===== src/rtl/pipe_adder_pkg.sv =====
// Shared types and helpers for the pipelined adder/subtractor.
package pipe_adder_pkg;

    typedef enum logic {
        OP_ADD = 1'b0,
        OP_SUB = 1'b1
    } op_t;

    // Width of one carry-chain slice
    function automatic int slice_w(input int width, input int stages);
        return width / stages;
    endfunction

endpackage


===== src/rtl/pipe_adder_slice.sv =====
// One registered carry-chain slice: sum and carry-out held on enable.
module pipe_adder_slice
    import pipe_adder_pkg::*;
#(
    parameter int SW = 16
) (
    input  logic          clk,
    input  logic          rst,
    input  logic          en,
    input  logic [SW-1:0] a,
    input  logic [SW-1:0] b,
    input  logic          cin,
    output logic [SW-1:0] sum,
    output logic          cout
);

    logic [SW:0] full;

    assign full = {1'b0, a} + {1'b0, b} + {{SW{1'b0}}, cin};

    always_ff @(posedge clk or posedge rst) begin
        if (rst) begin
            sum  <= '0;
            cout <= 1'b0;
        end else if (en) begin
            sum  <= full[SW-1:0];
            cout <= full[SW];
        end
    end

endmodule


===== src/rtl/pipe_adder.sv =====
// Pipelined unsigned add/sub with valid/ready flow control and overflow counter.
// Define PIPE_ADDER_SAT_EN to clamp the result on overflow.
module pipe_adder
    import pipe_adder_pkg::*;
#(
    parameter int WIDTH     = 32,
    parameter int STAGES    = 2,
    parameter int CNT_WIDTH = 16
) (
    input  logic                 clk,
    input  logic                 rst,
    input  logic                 in_valid,
    output logic                 in_ready,
    input  logic [WIDTH-1:0]     value_a,
    input  logic [WIDTH-1:0]     value_b,
    input  logic                 op,
    output logic                 out_valid,
    input  logic                 out_ready,
    output logic [WIDTH-1:0]     sum,
    output logic                 overflow,
    output logic [CNT_WIDTH-1:0] ovf_count,
    input  logic                 ovf_clear
);

    localparam int SW = slice_w(WIDTH, STAGES);

    logic                                adv;
    logic [STAGES:1]                     vld_pipe;
    logic [STAGES:1]                     op_pipe;
    logic [STAGES:1][WIDTH-1:0]          a_pipe;
    logic [STAGES:1][WIDTH-1:0]          b_pipe;
    logic [STAGES:1][STAGES-1:0][SW-1:0] res_pipe;

    // Stage sources: index 0 is the input port, index k the stage-k register
    logic [STAGES:0][WIDTH-1:0] a_src;
    logic [STAGES:0][WIDTH-1:0] b_src;
    logic [STAGES:0]            op_src;

    logic [STAGES-1:0][SW-1:0]  sum_sl;
    logic [STAGES-1:0]          cout_sl;
    logic [STAGES-1:0]          cin_sl;
    logic [WIDTH-1:0]           raw;

    assign out_valid = vld_pipe[STAGES];
    assign adv       = !out_valid || out_ready;
    assign in_ready  = adv;

    always_comb begin
        a_src     = '0;
        b_src     = '0;
        op_src    = '0;
        a_src[0]  = value_a;
        b_src[0]  = value_b;
        op_src[0] = op;
        for (int k = 1; k <= STAGES; k++) begin
            a_src[k]  = a_pipe[k];
            b_src[k]  = b_pipe[k];
            op_src[k] = op_pipe[k];
        end
    end

    // The +1 of A + ~B + 1 enters as carry-in of the lowest slice
    always_comb begin
        cin_sl    = '0;
        cin_sl[0] = op_src[0];
        for (int k = 1; k < STAGES; k++)
            cin_sl[k] = cout_sl[k-1];
    end

    always_ff @(posedge clk or posedge rst) begin
        if (rst) begin
            vld_pipe <= '0;
            op_pipe  <= '0;
            a_pipe   <= '0;
            b_pipe   <= '0;
            res_pipe <= '0;
        end else if (adv) begin
            vld_pipe[1] <= in_valid;
            for (int k = 1; k <= STAGES; k++) begin
                a_pipe[k]  <= a_src[k-1];
                b_pipe[k]  <= b_src[k-1];
                op_pipe[k] <= op_src[k-1];
            end
            for (int k = 2; k <= STAGES; k++) begin
                vld_pipe[k] <= vld_pipe[k-1];
                for (int j = 0; j < STAGES; j++)
                    res_pipe[k][j] <= (j == k - 2) ? sum_sl[j] : res_pipe[k-1][j];
            end
        end
    end

    for (genvar k = 0; k < STAGES; k++) begin : g_slice
        pipe_adder_slice #(.SW(SW)) u_slice (
            .clk  (clk),
            .rst  (rst),
            .en   (adv),
            .a    (a_src[k][k*SW +: SW]),
            .b    (b_src[k][k*SW +: SW] ^ {SW{op_src[k]}}),
            .cin  (cin_sl[k]),
            .sum  (sum_sl[k]),
            .cout (cout_sl[k])
        );
    end

    // Top slice comes straight from its register; lower slices from the delay lines
    always_comb begin
        raw = '0;
        for (int j = 0; j < STAGES; j++)
            raw[j*SW +: SW] = (j == STAGES - 1) ? sum_sl[j] : res_pipe[STAGES][j];
    end

    assign overflow = cout_sl[STAGES-1] ^ op_pipe[STAGES];

`ifdef PIPE_ADDER_SAT_EN
    assign sum = !overflow ? raw :
                 (op_t'(op_pipe[STAGES]) == OP_SUB) ? '0 : '1;
`else
    assign sum = raw;
`endif

    always_ff @(posedge clk or posedge rst) begin
        if (rst)
            ovf_count <= '0;
        else if (ovf_clear)
            ovf_count <= '0;
        else if (out_valid && out_ready && overflow && (ovf_count != '1))
            ovf_count <= ovf_count + 1'b1;
    end

endmodule


===== config.mk =====
export PLATFORM = sky130hd
export DESIGN_NAME = pipe_adder
export DESIGN_NICKNAME = d
export VERILOG_FILES = /design/src/rtl/pipe_adder_pkg.sv /design/src/rtl/pipe_adder_slice.sv /design/src/rtl/pipe_adder.sv
export SDC_FILE = /design/constraint.sdc
export NUM_CORES = 1
export LEC_CHECK = 0
export ABC_AREA = 0
export BUFFER_PORTS_ARGS = -buffer_cell sky130_fd_sc_hd__buf_2
export CAP_MARGIN = 20
export CELL_PAD_IN_SITES_DETAIL_PLACEMENT = 2
export CELL_PAD_IN_SITES_GLOBAL_PLACEMENT = 2
export CORE_UTILIZATION = 34
export CTS_BUF_LIST = sky130_fd_sc_hd__clkbuf_8
export CTS_CLUSTER_DIAMETER = 200
export DETAILED_ROUTE_END_ITERATION = 16
export PLACE_DENSITY = 0.91
export SYNTH_ARGS = -nofsm -noshare
export SYNTH_HDL_FRONTEND = slang
export SYNTH_SLANG_ARGS = --single-unit

===== constraint.sdc =====
create_clock -name clk -period 3.3 [get_ports clk]
set_input_delay 0.165 -clock clk [delete_from_list [all_inputs] [get_ports clk]]
set_output_delay 0.165 -clock clk [all_outputs]
set_load 0.02 [all_outputs]

==> results of run 1 <==
[logic make-up (layout without fill, tap and decap cells)]
| kind of cell | after synthesis | after routing | synth area share |
|---|---|---|---|
| AND/OR/NAND/NOR | 277 | 277 | 0.205 |
| XOR/XNOR | 62 | 62 | 0.0940 |
| buffers and inverters | 43 | 186 | 0.0284 |
| adder cells (fa/ha/maj) | 34 | 34 | 0.0776 |
| AO/OA/AOI/OAI | 131 | 131 | 0.144 |
| flip-flops | 102 | 102 | 0.442 |
| multiplexers | 5 | 5 | 0.00888 |
[layout make-up]
class                           instances  share of cell area
Tap cell                              220              0.0386
Sequential cell                       102               0.358
Timing Repair Buffer                  156               0.137
Inverter                               14             0.00772
Multi-Input combinational cell        509               0.430
Clock inverter                          3             0.00369
Clock buffer                           13              0.0251
[metrics by stage]
stage	utilization	instances	setup slack (ns)	hold WS (ns)	instance area (sq um)
2_1_floorplan	-	654	0.268	0.277	5770
3_3_place_gp	0.398	971	0.568	0.367	6610
3_5_place_dp	0.400	972	0.327	0.244	6630
4_1_cts	0.430	1017	0.357	0.00625	7130
5_1_grt	0.430	1017	0.170	0.0224	7130
6_report	0.430	1017	0.344	0.0206	7130
[where the power goes]
group | total (mW) | switching [mW] | internal [mW]
sequential | 1.75 | 0.201 | 1.55
clock | 0.824 | 0.462 | 0.362
combinational | 1.93 | 1.20 | 0.728
[state kept, by name, summed over array words and instances (netlist names)]
| signal | cells |
|---|---|
| ovf_count | 16 |
| sum | 16 |
| op_pipe | 2 |
| b_pipe | 16 |
| g_slice.u_slice.cout | 2 |
| vld_pipe | 2 |
| g_slice.u_slice.sum | 32 |
| a_pipe | 16 |
[cell usage in the layout, fill, tap and decap left out, types with 4 or more instances in the layout]
cell	instances
nand2_1	172
buf_2	120
dfrtp_1	102
nor2_1	49
a21oi_1	47
xor2_1	46
ha_1	31
dlygate4sd3_1	29
o21ai_0	26
xnor2_1	16
a21o_1	14
clkbuf_8	13
inv_1	12
or3_1	9
nand4_1	9
a211oi_1	8
nand3_1	8
nand2b_1	8
o21a_1	6
a31oi_1	6
buf_4	5
mux2i_1	4
[per-layer routing]
| layer | GRT usage | wire length [microns] |
|---|---|---|
| met1 | 0.267 | 7880 |
| met2 | 0.399 | 9700 |
| met3 | 0.0285 | 459 |
| met4 | 0.0920 | 492 |
| met5 | 0 | 0 |
[worst max-delay path, stage by stage, from the launching register on]
cell and delay [ns]:
dfrtp_1 0.37, buf_4 0.24, xnor2_1 0.26, fa_1 0.25, fa_1 0.23, nor2b_1 0.08, o31a_1 0.30, o41ai_1 0.62
a31oi_1 0.22, xnor2_1 0.17, a21oi_1 0.14
[how the worst min path moves through the flow]
stage / from / to / cells past startpoint
floorplan: in_valid / vld_pipe[1] / 2
global placement: value_a[22] / a_pipe[22] / 3
detailed placement: rst / ovf_count[15] / 2
CTS: value_a[16] / a_pipe[16] / 3
global route: value_a[17] / a_pipe[17] / 3
finish: value_a[17] / a_pipe[17] / 3
==> flow_summary.yaml, run 1 <==
run_status:
  outcome: "complete, no violations"
worst_setup_path:
  startpoint_type: "flip-flop"
  worst_setup_path_end_kind: "flip-flop"
  startpoint: "op_pipe[1]"
  worstSetupPathType: "flip-flop to flip-flop"
  worst_r2r_endpoint: "g_slice[1].u_slice.sum[14]"
  cp.arrival_ns: 3.27
  regToRegStartpoint: "op_pipe[1]"
  required_ns: 3.62
  endpoint: "g_slice[1].u_slice.sum[14]"
  worst-r2r-cell-count: 10
  reg2reg_slack_ns: 0.34
  critPathMaxFanout: 18
synthesis:
  synth_most_common_cell: "nand2_1"
  synth.top_cells.by_count: "172 x nand2_1, 102 x dfrtp_1, 49 x nor2_1"
  synth.avg_cell_area_sq_um: 8.83
  synth-seq-area-share: 0.442
  synth_edf_count: 0
  async_reset_ff_frac: 1.00
  synth-seq-cells: 102
  ys.warnings.count: 16
  synth_top_area_cell: "dfrtp_1"
  ys_top_cells_by_area: "dfrtp_1 44%, nand2_1 11%, xor2_1 7.0%"
  syn-num-nets: 758
  yosysTopAreaCellShare: 0.442
  synth_ff_type: "dfrtp_1"
  synth.cell_area_sq_mm: 0.00577
  synth_cells: 654
  synth.distinct_cells: 55
floorplan:
  io_pins: 121
  num_rows: 47
  die_x_microns: 132
  core_sq_mm: 0.0166
  die_area_sq_mm: 0.0175
  die_h_microns: 132
  start_util: 0.348
finish:
  multi_input_area_sq_mm: 0.00307
  area_growth_pct: 23.5
  seqCellArea_sq_mm: 0.00255
  drive_gt1_frac: 0.199
  nFillCells: 1886
  nNetsFinal: 896
  antenna_cells: 0
cts:
  worstSkewPairLatency_ns: 0.39
  clk_pin_slew_ns: 0.11
  tritoncts: "yes"
  clock-sinks: 102
  htree_levels: 3
  clock_path_buffers: 2
  cts_resized: 0
  hold_buffers: 29
  cts_root_buf: "clkbuf_8"
  cts_setup_buffers: 0
  cts_buffers: 9
sta:
  rsz0062_at_grt: "false"
  tightest_slew_ns: 0.731
  finalCritPeriodShare: 0.896
  period_minus_slack_ns: 2.96
  max_freq_mhz: 338
  setup-tns-final_ns: 0
  max_slew_margin: 0.506
  report.final.slew_viol_count: 0
  fin_skew_ns: 0.0119
  hold_viol: 0
  final-setup-viol-count: 0
grt:
  grt_pass1_wl_mm: 30.8
  overflow: 0
  antenna_found_initial: 0
  first_global_vias: 6005
  grt_use_total: 0.222
  grt_max_degree: 54
placement:
  dp_hpwl_mm: 13.2
  place_congestion: 0.816
  port_buffers: 120
drt:
  via_per_inst: 5.14
  drt_iter0_drc: 147
  final_antenna_net_count: 0
  dr.pass1.iters: 4
  vias: 5227
  post_drt_wl_per_cell_microns: 18.2
  drc: 0
  drt_wl_total_mm: 18.5
power:
  power.density_mw_per_mm2: 632
  power.total_mw: 4.50
  leakagePower_nw: 3.55
  max-vdd-ir-drop_mv: 0.289
flow_run:
  max_cap_viol_count: 0
min_path:
  worstHoldPathType: "input port to flip-flop"
No activity file was read; power rests on OpenSTA's default activity.
==> run 2, diff against run 1 <==
--- a/config.mk
+++ b/config.mk
@@ -15,6 +15,7 @@
 export CTS_CLUSTER_DIAMETER = 200
 export DETAILED_ROUTE_END_ITERATION = 16
 export PLACE_DENSITY = 0.91
+export RECOVER_POWER = 50
 export SYNTH_ARGS = -nofsm -noshare
 export SYNTH_HDL_FRONTEND = slang
 export SYNTH_SLANG_ARGS = --single-unit
==> run 2 against run 1 <==
  * The run now ends with max-capacitance violations, max-slew violations left
  * Clock skew increased by 0.0030 ns
  * Critical path depth unchanged
  * Count of clock-buffer cells in the layout unchanged
  * Non-clock buffer count unchanged
  * Register-to-register slack about the same
  * Sequential power about the same
  * Global-route usage unchanged
  * Maximum frequency decreased by 0.29%
  * Flip-flop and latch count unchanged
==> flow_summary.yaml, run 2 (synthesis gave the netlist of run 1 again) <==
flow_run:
  max_cap_viol_count: 1
min_path:
  min_to: "a_pipe[17]"
  worstHoldPathType: "input port to flip-flop"
  hold_start: "value_a[17]"
  holdPathStages: 3
grt:
  antenna_found_initial: 0
  first_global_vias: 6005
  overflow: 0
  grt_pass1_wl_mm: 30.8
  grt_use_total: 0.222
  grt_max_degree: 54
power:
  leakagePower_nw: 3.46
  power.density_mw_per_mm2: 633
  p_int_mw: 2.60
  power.total_mw: 4.47
  p_clk_frac: 0.185
  p_seq_frac: 0.391
  switching_share: 0.418
  max-vdd-ir-drop_mv: 0.290
  comb_power_share: 0.424
  net-switching-power_mw: 1.87
sta:
  hold_ws_ns: 0.0170
  tightest_slew_ns: 1.72
  rsz0062_at_grt: "false"
  max_slew_margin: -0.155
  fin_ws_ns: 0.335
  report.final.slew_viol_count: 37
  finalCritPeriodShare: 0.899
  fin_skew_ns: 0.0149
  max_freq_mhz: 337
  final-setup-viol-count: 0
  hold_viol: 0
  setup-tns-final_ns: 0
  period_minus_slack_ns: 2.97
drt:
  final_antenna_net_count: 0
  dr.pass1.iters: 4
  via_per_inst: 5.16
  vias: 5244
  drc: 0
  drt_wl_total_mm: 18.6
  drt_iter0_drc: 145
  post_drt_wl_per_cell_microns: 18.3
worst_setup_path:
  worst-r2r-cell-count: 10
  cp_cell_sequence: "buf_4 -> xnor2_1 -> fa_1 -> fa_1 -> nor2b_1 -> o31a_1 -> o41ai_1 -> a31oi_1 -> xnor2_1 -> a21oi_1"
  worst_setup_path_end_kind: "flip-flop"
  worst_r2r_endpoint: "g_slice[1].u_slice.sum[14]"
  reg2reg_slack_ns: 0.33
  worstSetupPathType: "flip-flop to flip-flop"
  slowest_delay_ns: 0.63
  required_ns: 3.57
  regToRegStartpoint: "op_pipe[1]"
  startpoint_type: "flip-flop"
  cp.arrival_ns: 3.24
  worst_path_max_delay_cell: "o41ai_1"
  critPathMaxFanout: 18
cts:
  worstSkewPairLatency_ns: 0.39
  tritoncts: "yes"
  clock-sinks: 102
  cts_buffers: 9
  clk_pin_slew_ns: 0.11
  cts_root_buf: "clkbuf_8"
  cts_setup_buffers: 0
  htree_levels: 3
  clock_path_buffers: 2
finish:
  nNetsFinal: 896
  finish.utilization: 0.426
  final_common_cell: "nand2_1"
  drive_gt1_frac: 0.167
  final_cell_mix: "172 x nand2_1, 102 x dfrtp_1, 95 x buf_2"
  antenna_cells: 0
  regMostFlops: "g_slice.u_slice.sum"
  largest_register_ffs: 32
  area_growth_pct: 22.4
floorplan:
  die_x_microns: 132
  die_h_microns: 132
  die_area_sq_mm: 0.0175
  num_rows: 47
  core_sq_mm: 0.0166
  io_pins: 121
  start_util: 0.348
placement:
  dp_hpwl_mm: 13.2
  dpl_worst_slack_ns: 0.327
  port_buffers: 120
  place_congestion: 0.816
run_status:
  violations: "max-capacitance violations, max-slew violations"
  outcome: "complete, but fails checks"
-- run 2: changes by cell type in the layout (fill, tap and decap cells not counted), sizes merged --
cell	previous run	this run
clkbuf	13	40
inv	14	13
clkinvlp	0	1
buf	127	100
-- run 2: how the worst max path moves through the flow --
stage | start | to | slack, ns | cells after the start
final | op_pipe[1] | g_slice[1].u_slice.sum[14] | 0.33 | 10
after global routing | rst | sum[11] | 0.11 | 4
after CTS | op_pipe[1] | g_slice[1].u_slice.sum[12] | 0.36 | 10
after detailed placement | op | g_slice[0].u_slice.sum[13] | 0.33 | 9
after global placement | op_pipe[1] | g_slice[1].u_slice.sum[12] | 0.57 | 10
after floorplan | op_pipe[1] | g_slice[1].u_slice.cout | 0.27 | 11
-- run 2: power by group through the flow --
stage                     logic (mW)  registers, mW  clock network, mW
final                           1.89           1.75              0.829
after global routing            2.06           1.79              0.909
after CTS                       1.92           1.75              0.855
after detailed placement        1.86           1.77                  0
after global placement          1.74           1.75                  0
after floorplan                 1.05           1.92                  0
-- run 2: worst max-delay path: cells and delay by family (launching register included) --
kind,cells,cell delay (ns)
fa+ha+maj,2,0.48
xor+xnor,2,0.45
compound gates,4,1.23
simple gates,1,0.08
buf+inv,1,0.24
flops,1,0.38
-- run 2: layer usage --
| metal | global-route usage | part of all wire | vias to the layer above |
|---|---|---|---|
| met2 | 0.399 | 0.52 | 110 |
| li1 | - | - | 2472 |
| met3 | 0.0285 | 0.025 | 34 |
| met4 | 0.0920 | 0.027 | 0 |
| met5 | 0 | 0 | - |
| met1 | 0.267 | 0.43 | 2628 |
-- run 2: layout make-up --
type                       instances  area [sq um]
clock inverter                     3          26.3
timing repair buffer             156           918
tap                              220           275
fill                            1892          9510
sequential                       102          2550
multi-input combinational        509          3070
clock buffer                      13           179
inverter                          14          53.8
-- run 2: stage by stage --
stage / area [sq um] / instances
2_1_floorplan: 5770 / 654
3_3_place_gp: 6610 / 971
3_5_place_dp: 6630 / 972
4_1_cts: 7130 / 1017
5_1_grt: 7070 / 1017
6_report: 7070 / 1017
-- run 2: timing repair --
| item | CTS | global route |
|---|---|---|
| endpoints found under the setup margin | 0 | 0 |
| hold endpoints to repair | 62 | 0 |
| hold buffers | 29 | 0 |
| resized for setup | 0 | 0 |
